**src/rtl/uart_in_pkg.sv**
```systemverilog
// uart_in_pkg: shared frame constants and receiver state encoding
package uart_in_pkg;
  localparam int DATA_BITS = 8;
  localparam int FRAME_BITS = DATA_BITS + 2;
  typedef enum logic [2:0] {IDLE, START, DATA, STOP, BREAK} state_t;
endpackage

```
**src/rtl/uart_in_if.sv**
```systemverilog
// uart_in_if: received byte and status flags toward the byte consumer
interface uart_in_if;
  import uart_in_pkg::*;
  logic [DATA_BITS-1:0] data;
  logic flag_ready;
  logic flag_error;
  logic flag_busy;
  modport master(output data, flag_ready, flag_error, flag_busy);
  modport slave(input data, flag_ready, flag_error, flag_busy);
endinterface

```
**src/rtl/uart_in_sync.sv**
```systemverilog
// uart_sync: N-flop input synchroniser, presets to idle-high, wire when N=0
module uart_sync #(
  parameter int N = 2
) (
  input  logic clk,
  input  logic rst_n,
  input  logic d,
  output logic q
);
  if (N == 0) begin : g_wire
    logic unused_clk_rst;
    assign unused_clk_rst = clk ^ rst_n;
    assign q = d;
  end else begin : g_ff
    logic [N-1:0] s;
    always_ff @(posedge clk or negedge rst_n)
      if (!rst_n) s <= '1;
      else begin
        s[0] <= d;
        for (int i = 1; i < N; i++) s[i] <= s[i-1];
      end
    assign q = s[N-1];
  end
endmodule

```
**src/rtl/uart_in.sv**
```systemverilog
// uart_in: 8N1 UART receiver sampling each bit at its centre
module uart_in
  import uart_in_pkg::*;
#(
  parameter int CLKS_PER_BIT = 8,
  parameter int SYNC_STAGES = 2
) (
  input  logic clk,
  input  logic rst_n,
  input  logic in,
  uart_in_if.master bus
);
  localparam int HALF = (CLKS_PER_BIT - 1) / 2;
  localparam int CW = $clog2(CLKS_PER_BIT + 1);
  localparam logic [CW-1:0] LAST = CW'(CLKS_PER_BIT - 1);
  localparam logic [CW-1:0] MID = CW'(HALF);
  logic line_s;
  state_t st;
  logic [CW-1:0] cnt;
  logic [2:0] idx;
  logic [DATA_BITS-1:0] sh;
  uart_sync #(.N(SYNC_STAGES)) u_sync (.clk, .rst_n, .d(in), .q(line_s));
  // Start is re-checked at mid-bit; later samples land one full bit apart from there.
  always_ff @(posedge clk or negedge rst_n)
    if (!rst_n) begin
      st <= IDLE;
      cnt <= '0;
      idx <= '0;
      sh <= '0;
      bus.data <= '0;
      bus.flag_ready <= 1'b0;
      bus.flag_error <= 1'b0;
      bus.flag_busy <= 1'b0;
    end else begin
      bus.flag_ready <= 1'b0;
      bus.flag_error <= 1'b0;
      case (st)
        IDLE:
          if (!line_s) begin
            bus.flag_busy <= 1'b1;
            idx <= '0;
            st <= (HALF == 0) ? DATA : START;
            cnt <= (HALF == 0) ? '0 : CW'(1);
          end
        START:
          if (cnt == MID) begin
            cnt <= '0;
            st <= line_s ? IDLE : DATA;
            bus.flag_busy <= !line_s;
          end else cnt <= cnt + 1'b1;
        DATA:
          if (cnt == LAST) begin
            cnt <= '0;
            sh <= {line_s, sh[DATA_BITS-1:1]};
            idx <= idx + 1'b1;
            if (idx == 3'(DATA_BITS - 1)) st <= STOP;
          end else cnt <= cnt + 1'b1;
        STOP:
          if (cnt == LAST) begin
            cnt <= '0;
            bus.flag_busy <= 1'b0;
            bus.flag_ready <= line_s;
            bus.flag_error <= !line_s;
            if (line_s) bus.data <= sh;
            st <= line_s ? IDLE : BREAK;
          end else cnt <= cnt + 1'b1;
        BREAK:
          if (line_s) st <= IDLE;
        default:
          st <= IDLE;
      endcase
    end
endmodule

```
**src/flat_wrapper.sv**
```systemverilog
// flat-port wrapper written by rule: the top's interface ports become plain ports
module uart_in_flat import uart_in_pkg::*;
#(
  parameter int CLKS_PER_BIT = 8,
  parameter int SYNC_STAGES = 2
)
  (clk, rst_n, in, bus_data, bus_flag_ready, bus_flag_error, bus_flag_busy);
  uart_in_if bus_i ();
  input  logic clk;
  input  logic rst_n;
  input  logic in;
  output wire logic [$bits(bus_i.data)-1:0] bus_data;
  output wire logic [$bits(bus_i.flag_ready)-1:0] bus_flag_ready;
  output wire logic [$bits(bus_i.flag_error)-1:0] bus_flag_error;
  output wire logic [$bits(bus_i.flag_busy)-1:0] bus_flag_busy;
  assign bus_data = bus_i.data;
  assign bus_flag_ready = bus_i.flag_ready;
  assign bus_flag_error = bus_i.flag_error;
  assign bus_flag_busy = bus_i.flag_busy;
  uart_in #(.CLKS_PER_BIT(CLKS_PER_BIT), .SYNC_STAGES(SYNC_STAGES)) u_core (.clk(clk), .rst_n(rst_n), .in(in), .bus(bus_i));
endmodule
```
**config.mk**
```make
export PLATFORM = sky130hd
export DESIGN_NAME = uart_in_flat
export DESIGN_NICKNAME = d
export VERILOG_FILES = /design/src/rtl/uart_in_pkg.sv /design/src/rtl/uart_in_if.sv /design/src/rtl/uart_in_sync.sv /design/src/rtl/uart_in.sv /design/src/flat_wrapper.sv
export SDC_FILE = /design/constraint.sdc
export NUM_CORES = 1
export LEC_CHECK = 0
export ABC_AREA = 1
export CORE_MARGIN = 8
export CORE_UTILIZATION = 55
export CTS_CLUSTER_DIAMETER = 60
export DETAILED_ROUTE_END_ITERATION = 8
export GPL_TIMING_DRIVEN = 0
export PLACE_DENSITY = 0.8
export SETUP_SLACK_MARGIN = 0.02
export SYNTH_ARGS = -nofsm -noshare
export SYNTH_HDL_FRONTEND = slang
export SYNTH_HIERARCHICAL = 1
export SYNTH_SLANG_ARGS = --single-unit
```
**constraint.sdc**
```tcl
create_clock -name clk -period 1.8 [get_ports clk]
set_clock_uncertainty 0.15 [all_clocks]
set_input_delay 0.36 -clock clk [delete_from_list [all_inputs] [get_ports clk]]
set_output_delay 0.36 -clock clk [all_outputs]
set_load 0.05 [all_outputs]
```
Word-level counts from Yosys, hierarchy flattened:

Index checks and enable logic that the tools add are counted.

* register bits: 31
* input port bits: 3
* output and inout port bits: 11

* $add $sub $neg: 2
* eq/ne operators: 13
* mux-type cells: 24
* reductions and logical operators: 12

Operators by type and width (number)
* 3-bit 2-to-1 mux: 9
* 3-bit one-hot mux with 5 select lines: 1
* 4-bit 2-to-1 mux: 3
* 4-bit one-hot mux with 3 select lines: 1
* 2-bit by 1-bit inequality test with 1-bit output (second input constant): 4
* 1-bit 2-to-1 mux: 7
* 3-bit by 2-bit equality test with 1-bit output (second input constant): 2
* 3-bit equality test (second input constant): 2
* 3-bit one-hot mux with 2 select lines: 1
* 3-bit AND reduction: 2
* 6-bit AND reduction: 1
* 3-bit nonzero test: 2
* 4-bit by 1-bit adder with 4-bit output (second input constant): 1
* 4-bit by 2-bit equality test with 1-bit output (second input constant): 1
* 4-bit by 3-bit equality test with 1-bit output (second input constant): 1
* 2-bit inequality test (second input constant): 2
* 2-bit AND reduction: 2
* 4-bit AND reduction: 1
* 3-bit by 1-bit adder with 3-bit output (second input constant): 1
* 3-bit by 1-bit equality test with 1-bit output (second input constant): 1
* 3-bit logical NOT: 1
* 1-bit one-hot mux with 3 select lines: 1
* 2-bit 2-to-1 mux: 1
* 2-bit nonzero test: 1
* 2 further kinds: 2

Logic depth before layout (Yosys ltp):

* word-level depth: 4
* mapped depth: 9
* depth with buffers taken out: 9

By module:

Netlist, hierarchy kept.

By module, submodules not included
* uart_in: instances 1, cells an instance 157, area each 1403.8 sq um, seq. area each 725.7 sq um
* uart_sync: instances 1, cells an instance 2, area each 52.6 sq um, seq. area each 52.6 sq um

Least setup slack after synthesis:

OpenSTA, ideal clock, no wires.

* path type: register to register
* from: register u_core.cnt[0]
* to: register u_core.bus.data[3]
* library setup time: 0.119 ns
* arrival: 1.252 ns
* data required time: 1.531 ns
* path slack: 0.279 ns
* stages on the path, launching flop included: 8
* clock period less this slack: 1.521 ns
* cells stage by stage: dfrtp_1 ha_1 nand2_1 nor2_4 nand3_4 buf_6 nand2_2 o21ai_2

* longest elaborated chain between the ends: 2

Ends and longest elaborated chain
* from (decl): RTL line uart_in.sv:19 `logic [CW-1:0] cnt;`
* from (signal assigned): RTL line uart_in.sv:43 `cnt <= (HALF == 0) ? '0 : CW'(1);`
* from (signal assigned): RTL line uart_in.sv:50 `end else cnt <= cnt + 1'b1;`
* from (signal assigned): RTL line uart_in.sv:57 `end else cnt <= cnt + 1'b1;`
* 4-bit by 3-bit equality test with 1-bit output: RTL line uart_in.sv:59 `if (cnt == LAST) begin`
* 3-bit AND reduction (no line)
* to (signal assigned): RTL line uart_in.sv:64 `if (line_s) bus.data <= sh;`
* to (decl): RTL line uart_in_if.sv:8 `modport master(output data, flag_ready, flag_error, flag_busy);`

No other way between the ends.
A chain may end at the register's enable or synchronous reset.

Final worst setup path:

* from: register u_core.bus.data[6]
* to: output bus_data[6]

RTL lines
* to (decl): RTL line flat_wrapper.sv:12 `output wire logic [$bits(bus_i.data)-1:0] bus_data;`

No word-level cell between the ends.

==> results.py <==
metrics = {
    "yosys": {
        "synth.net_count": 165,
        "largest_family_of_logic_cells_by_synthesized_area": "simple AND/OR/NAND/NOR gates",
        "yosys.area_share.adder_pct": 2.577,
        "synth.most_common_cell": "sky130_fd_sc_hd__nand2_1",
        "synth-seq-cells": 31,
        "synth_compound_gate_area_share_pct": 12.63,
        "number_of_synthesized_flops_with_an_enable_pin": 0,
        "share_of_the_yosys_chip_area_belonging_to_registers_pct": 53.44,
        "count_of_warnings_emitted_by_yosys": 6,
        "synthTopCellsByArea": "sky130_fd_sc_hd__dfrtp_1 (50%), sky130_fd_sc_hd__nand2_1 (11%), sky130_fd_sc_hd__inv_1 (5.2%)",
        "synth.avg_cell_area_um2": 9.160,
        "synth-async-reset-ratio_pct": 100.0,
        "post_synth_inst_count": 159,
        "post_synth_top_area_share_pct": 49.83,
        "synthDominantAreaCellType": "sky130_fd_sc_hd__dfrtp_1",
        "synth-simple-area-share_pct": 24.57,
        "mappedNetlistArea_um2": 1456,
        "synth_area_in_xor_xnor_pct": 0,
        "postSynth.topFlopCell": "sky130_fd_sc_hd__dfrtp_1",
        "ys_types": 25,
        "post_synth_mux_area_share_pct": 0,
        "post_synth_most_frequent_cells": "sky130_fd_sc_hd__nand2_1 (43), sky130_fd_sc_hd__dfrtp_1 (29), sky130_fd_sc_hd__inv_1 (20)",
    },
    "setup_path": {
        "ff2ff_path_depth": 7,
        "end_kind": "primary output",
        "slowest_stage_delay_cp_ns": 0.53,
        "critical_path.n_buffers_inverters": 1,
        "r2r_slack_ns": 0.08,
        "setup.worst_path.start_class": "flop",
        "r2r_end": "u_core/sh[7]",
        "timing.critical_path.slowest_stage_cell": "sky130_fd_sc_hd__dlygate4sd2_1",
        "critPathMaxFanout": 2,
        "critical_path.reg2reg.startpoint": "u_core/cnt[1]",
        "criticalPathCategory": "flop to primary output",
        "critical_path.top_delay_family": "buffers and inverters",
        "cells_traversed_along_the_worst_timing_path": "dlygate4sd2_1",
        "worst_ep_required_time_ns": 1.29,
        "timing.critical_path.arrival_ns": 1.22,
    },
    "power_and_ir_drop": {
        "power.density_cell_area_nw_per_um2": 1227,
        "leakage_uw": 0.0008809,
        "power.switching_uw": 814.6,
        "p_int_uw": 1287,
        "seqPwrFrac_pct": 42.4,
        "clock_power_share_pct": 22.1,
        "p_sw_share_pct": 38.76,
        "worst_ir_drop_vdd_uv": 1193,
        "pwr-share-comb_pct": 35.5,
    },
    "min_path": {
        "min_to": "u_core/u_sync/g_ff.s[1]",
        "worst_hold_startpoint": "u_core/u_sync/g_ff.s[0]",
        "hold_depth": 0,
        "timing.hold.worst.class": "flop to flop",
    },
    "routing": {
        "m1WireLength_um": 1326,
        "detail_route.wirelength_um": 2906,
        "wl_met3_um": 171,
        "residual_drc_count": 0,
        "top_layer_used": "met4",
        "vias_per_cell": 5.196,
        "via_count": 1112,
        "routed_wire_length_per_instance_um": 13.58,
        "final_antenna_net_count": 0,
        "met2_wirelength_um": 1389,
        "first_pass_iters": 4,
        "detail_route.iter0.violations": 54,
    },
    "sta": {
        "achievable-frequency_ghz": 0.5772,
        "timing_worst_slew_pin_value_ns": 0.6830,
        "finalSetupTns_ns": 0,
        "unrepaired_setup_endpoints_after_global_routing": "true",
        "slew_headroom_pct": 54.47,
        "finalHoldViolCount": 0,
        "slew_viol_final": 0,
        "finalWorstPathRequiredPeriod_ns": 1.732,
        "timing.final.crit_share_pct": 96.25,
        "setup-violations-final": 0,
        "fin_ws_ns": 0.06754,
    },
    "layout": {
        "layout.area.seq_um2": 778.2,
        "multi_input_gate_area_in_the_final_layout_um2": 581.8,
        "layout_fillers": 207,
        "syn_to_final_growth_pct": 17.61,
        "final_layout_size_suffix_gt1_share_pct": 19.57,
        "finish.net_count": 189,
        "insertedDiodeCount": 0,
    },
    "clock_network": {
        "ctsHtreeMaxLevel": 2,
        "cts_tree": "built",
        "clk_pin_slew_ns": 0.09,
        "ctsLongestPathBuffers": 2,
        "ctsRootBufferMaster": "sky130_fd_sc_hd__clkbuf_4",
        "tritoncts_num_sinks": 31,
        "clock_latency_ns": 0.34,
        "numCtsBuffers": 5,
    },
    "global_route": {
        "grt_pass1_wl_um": 4912,
        "antenna_found_initial": 0,
        "groute.usage.overall_pct": 14.32,
        "maximum_number_of_pins_on_one_net_before_global_route_repair": 32,
        "gr-total-overflow": 0,
        "grt_pass1_vias": 1128,
    },
    "place": {
        "place_hpwl_um": 2080,
        "buffer_ports.inserted": 13,
        "routability_cong": 0.8243,
        "dp_worst_setup_slack_ns": -0.3349,
    },
    "flow_run": {
        "max_cap_violations": 0,
    },
    "run_status": {
        "result_of_the_run": "finished, final reports clean",
    },
    "floorplanning": {
        "core.rowCount": 18,
        "die-height_um": 67.46,
        "boundaryPins": 14,
        "chipWidth_um": 67.46,
        "core_area_um2": 2500,
        "fp.dieArea_um2": 4551,
        "initial_core_util_pct": 58.26,
    },
}
## how the worst max path moves through the flow
stage / from / endpoint / slack (ns) / depth (start not counted)
after floorplan: u_core/cnt[0] / u_core/bus.data[3] / 0.28 / 7
after global placement: rst_n / u_core/bus.data[5] / -0.32 / 1
after detailed placement: rst_n / u_core/sh[4] / -0.33 / 1
after CTS: rst_n / u_core/bus.flag_busy / 0.02 / 1
after global routing: u_core/cnt[1] / u_core/sh[7] / -0.001 / 7
final: u_core/bus.data[6] / bus_data[6] / 0.07 / 1
## kinds of logic after synthesis
group / count (synthesis)
AOI/OAI and AO/OA: 28
adders and majority gates: 3
buffers and inverters: 24
DFF: 31
and+or+nand+nor: 73
## power groups by stage
stage               logic (uW)  clock network [uW]  registers, uW
floorplan                  505                   0            929
global placement           676                   0            896
detailed placement         716                   0            905
CTS                        711                 475            890
global route               835                 510            900
finish                     747                 464            890
## stage by stage
stage               total power, uW  utilization (%)  area (um2)  hold slack [ns]  instances
floorplan                      1435                -        1456         -0.08559        159
global placement               1572            64.96        1624           0.1966        202
detailed placement             1621            64.96        1624           0.2010        202
CTS                            2075            67.17        1679           0.2132        210
global route                   2245            68.52        1713           0.2175        214
finish                         2102            68.52        1713           0.2108        214
## final cells by class
cell class / count / share of cell area, %
plain buffers: 2 / 0.9496
clock buffers: 8 / 4.018
inverters: 22 / 4.821
multi-input cells: 104 / 33.97
flip-flops and latches: 31 / 45.43
well taps: 30 / 2.191
repair buffers: 17 / 8.619
## metal layers
| metal | vias up | global-route usage [%] |
|---|---|---|
| met2 | 28 | 21.89 |
| met1 | 523 | 17.54 |
| met5 | - | 0 |
| met3 | 2 | 5.629 |
| met4 | 0 | 6.266 |
| li1 | 559 | - |
## cell usage in the layout, fill, tap and decap left out
cell type | synthesis | routed
sky130_fd_sc_hd__clkbuf_8 | 0 | 2
sky130_fd_sc_hd__nand3_4 | 1 | 1
sky130_fd_sc_hd__a21boi_2 | 1 | 1
sky130_fd_sc_hd__nor2_1 | 4 | 4
sky130_fd_sc_hd__o21bai_1 | 1 | 1
sky130_fd_sc_hd__a22o_1 | 1 | 1
sky130_fd_sc_hd__clkdlybuf4s50_1 | 0 | 1
sky130_fd_sc_hd__o21a_1 | 1 | 1
sky130_fd_sc_hd__buf_2 | 1 | 2
sky130_fd_sc_hd__nand2_2 | 3 | 3
sky130_fd_sc_hd__inv_2 | 2 | 2
sky130_fd_sc_hd__dlygate4sd3_1 | 0 | 1
sky130_fd_sc_hd__nand4_1 | 2 | 2
sky130_fd_sc_hd__ha_1 | 3 | 2
sky130_fd_sc_hd__clkbuf_4 | 0 | 5
sky130_fd_sc_hd__o21ai_0 | 6 | 6
sky130_fd_sc_hd__o21ai_2 | 7 | 7
sky130_fd_sc_hd__clkdlybuf4s15_1 | 0 | 3
sky130_fd_sc_hd__a21oi_1 | 1 | 1
sky130_fd_sc_hd__nand2_4 | 2 | 2
sky130_fd_sc_hd__o211ai_1 | 1 | 1
sky130_fd_sc_hd__dfrtp_1 | 29 | 29
sky130_fd_sc_hd__inv_1 | 20 | 20
sky130_fd_sc_hd__dlygate4sd2_1 | 0 | 8
sky130_fd_sc_hd__nor2_4 | 3 | 3
sky130_fd_sc_hd__o21ai_1 | 9 | 9
sky130_fd_sc_hd__nand2_1 | 43 | 43
sky130_fd_sc_hd__clkbuf_1 | 0 | 1
sky130_fd_sc_hd__ha_2 | 0 | 1
sky130_fd_sc_hd__buf_6 | 1 | 1
sky130_fd_sc_hd__nor2_2 | 1 | 1
sky130_fd_sc_hd__nand3_1 | 14 | 14
sky130_fd_sc_hd__buf_4 | 0 | 3
sky130_fd_sc_hd__dfstp_2 | 2 | 2
## flip-flops by register name, summed over array words and instances (netlist names)
register,flops
u_core/st,3
u_core/u_sync/g_ff.s,2
u_core/idx,3
u_core/bus.flag_busy,1
u_core/bus.flag_error,1
u_core/bus.flag_ready,1
u_core/sh,8
u_core/bus.data,8
u_core/cnt,4
## repair_timing
action,in CTS,in global routing
gates cloned,0,0
hold endpoints to repair,0,29
resized for setup,11,4
hold buffers,0,1
setup buffers,0,3
endpoints found under the setup margin,11,20
pin swaps,0,1
(Power assumes the default switching activity.)
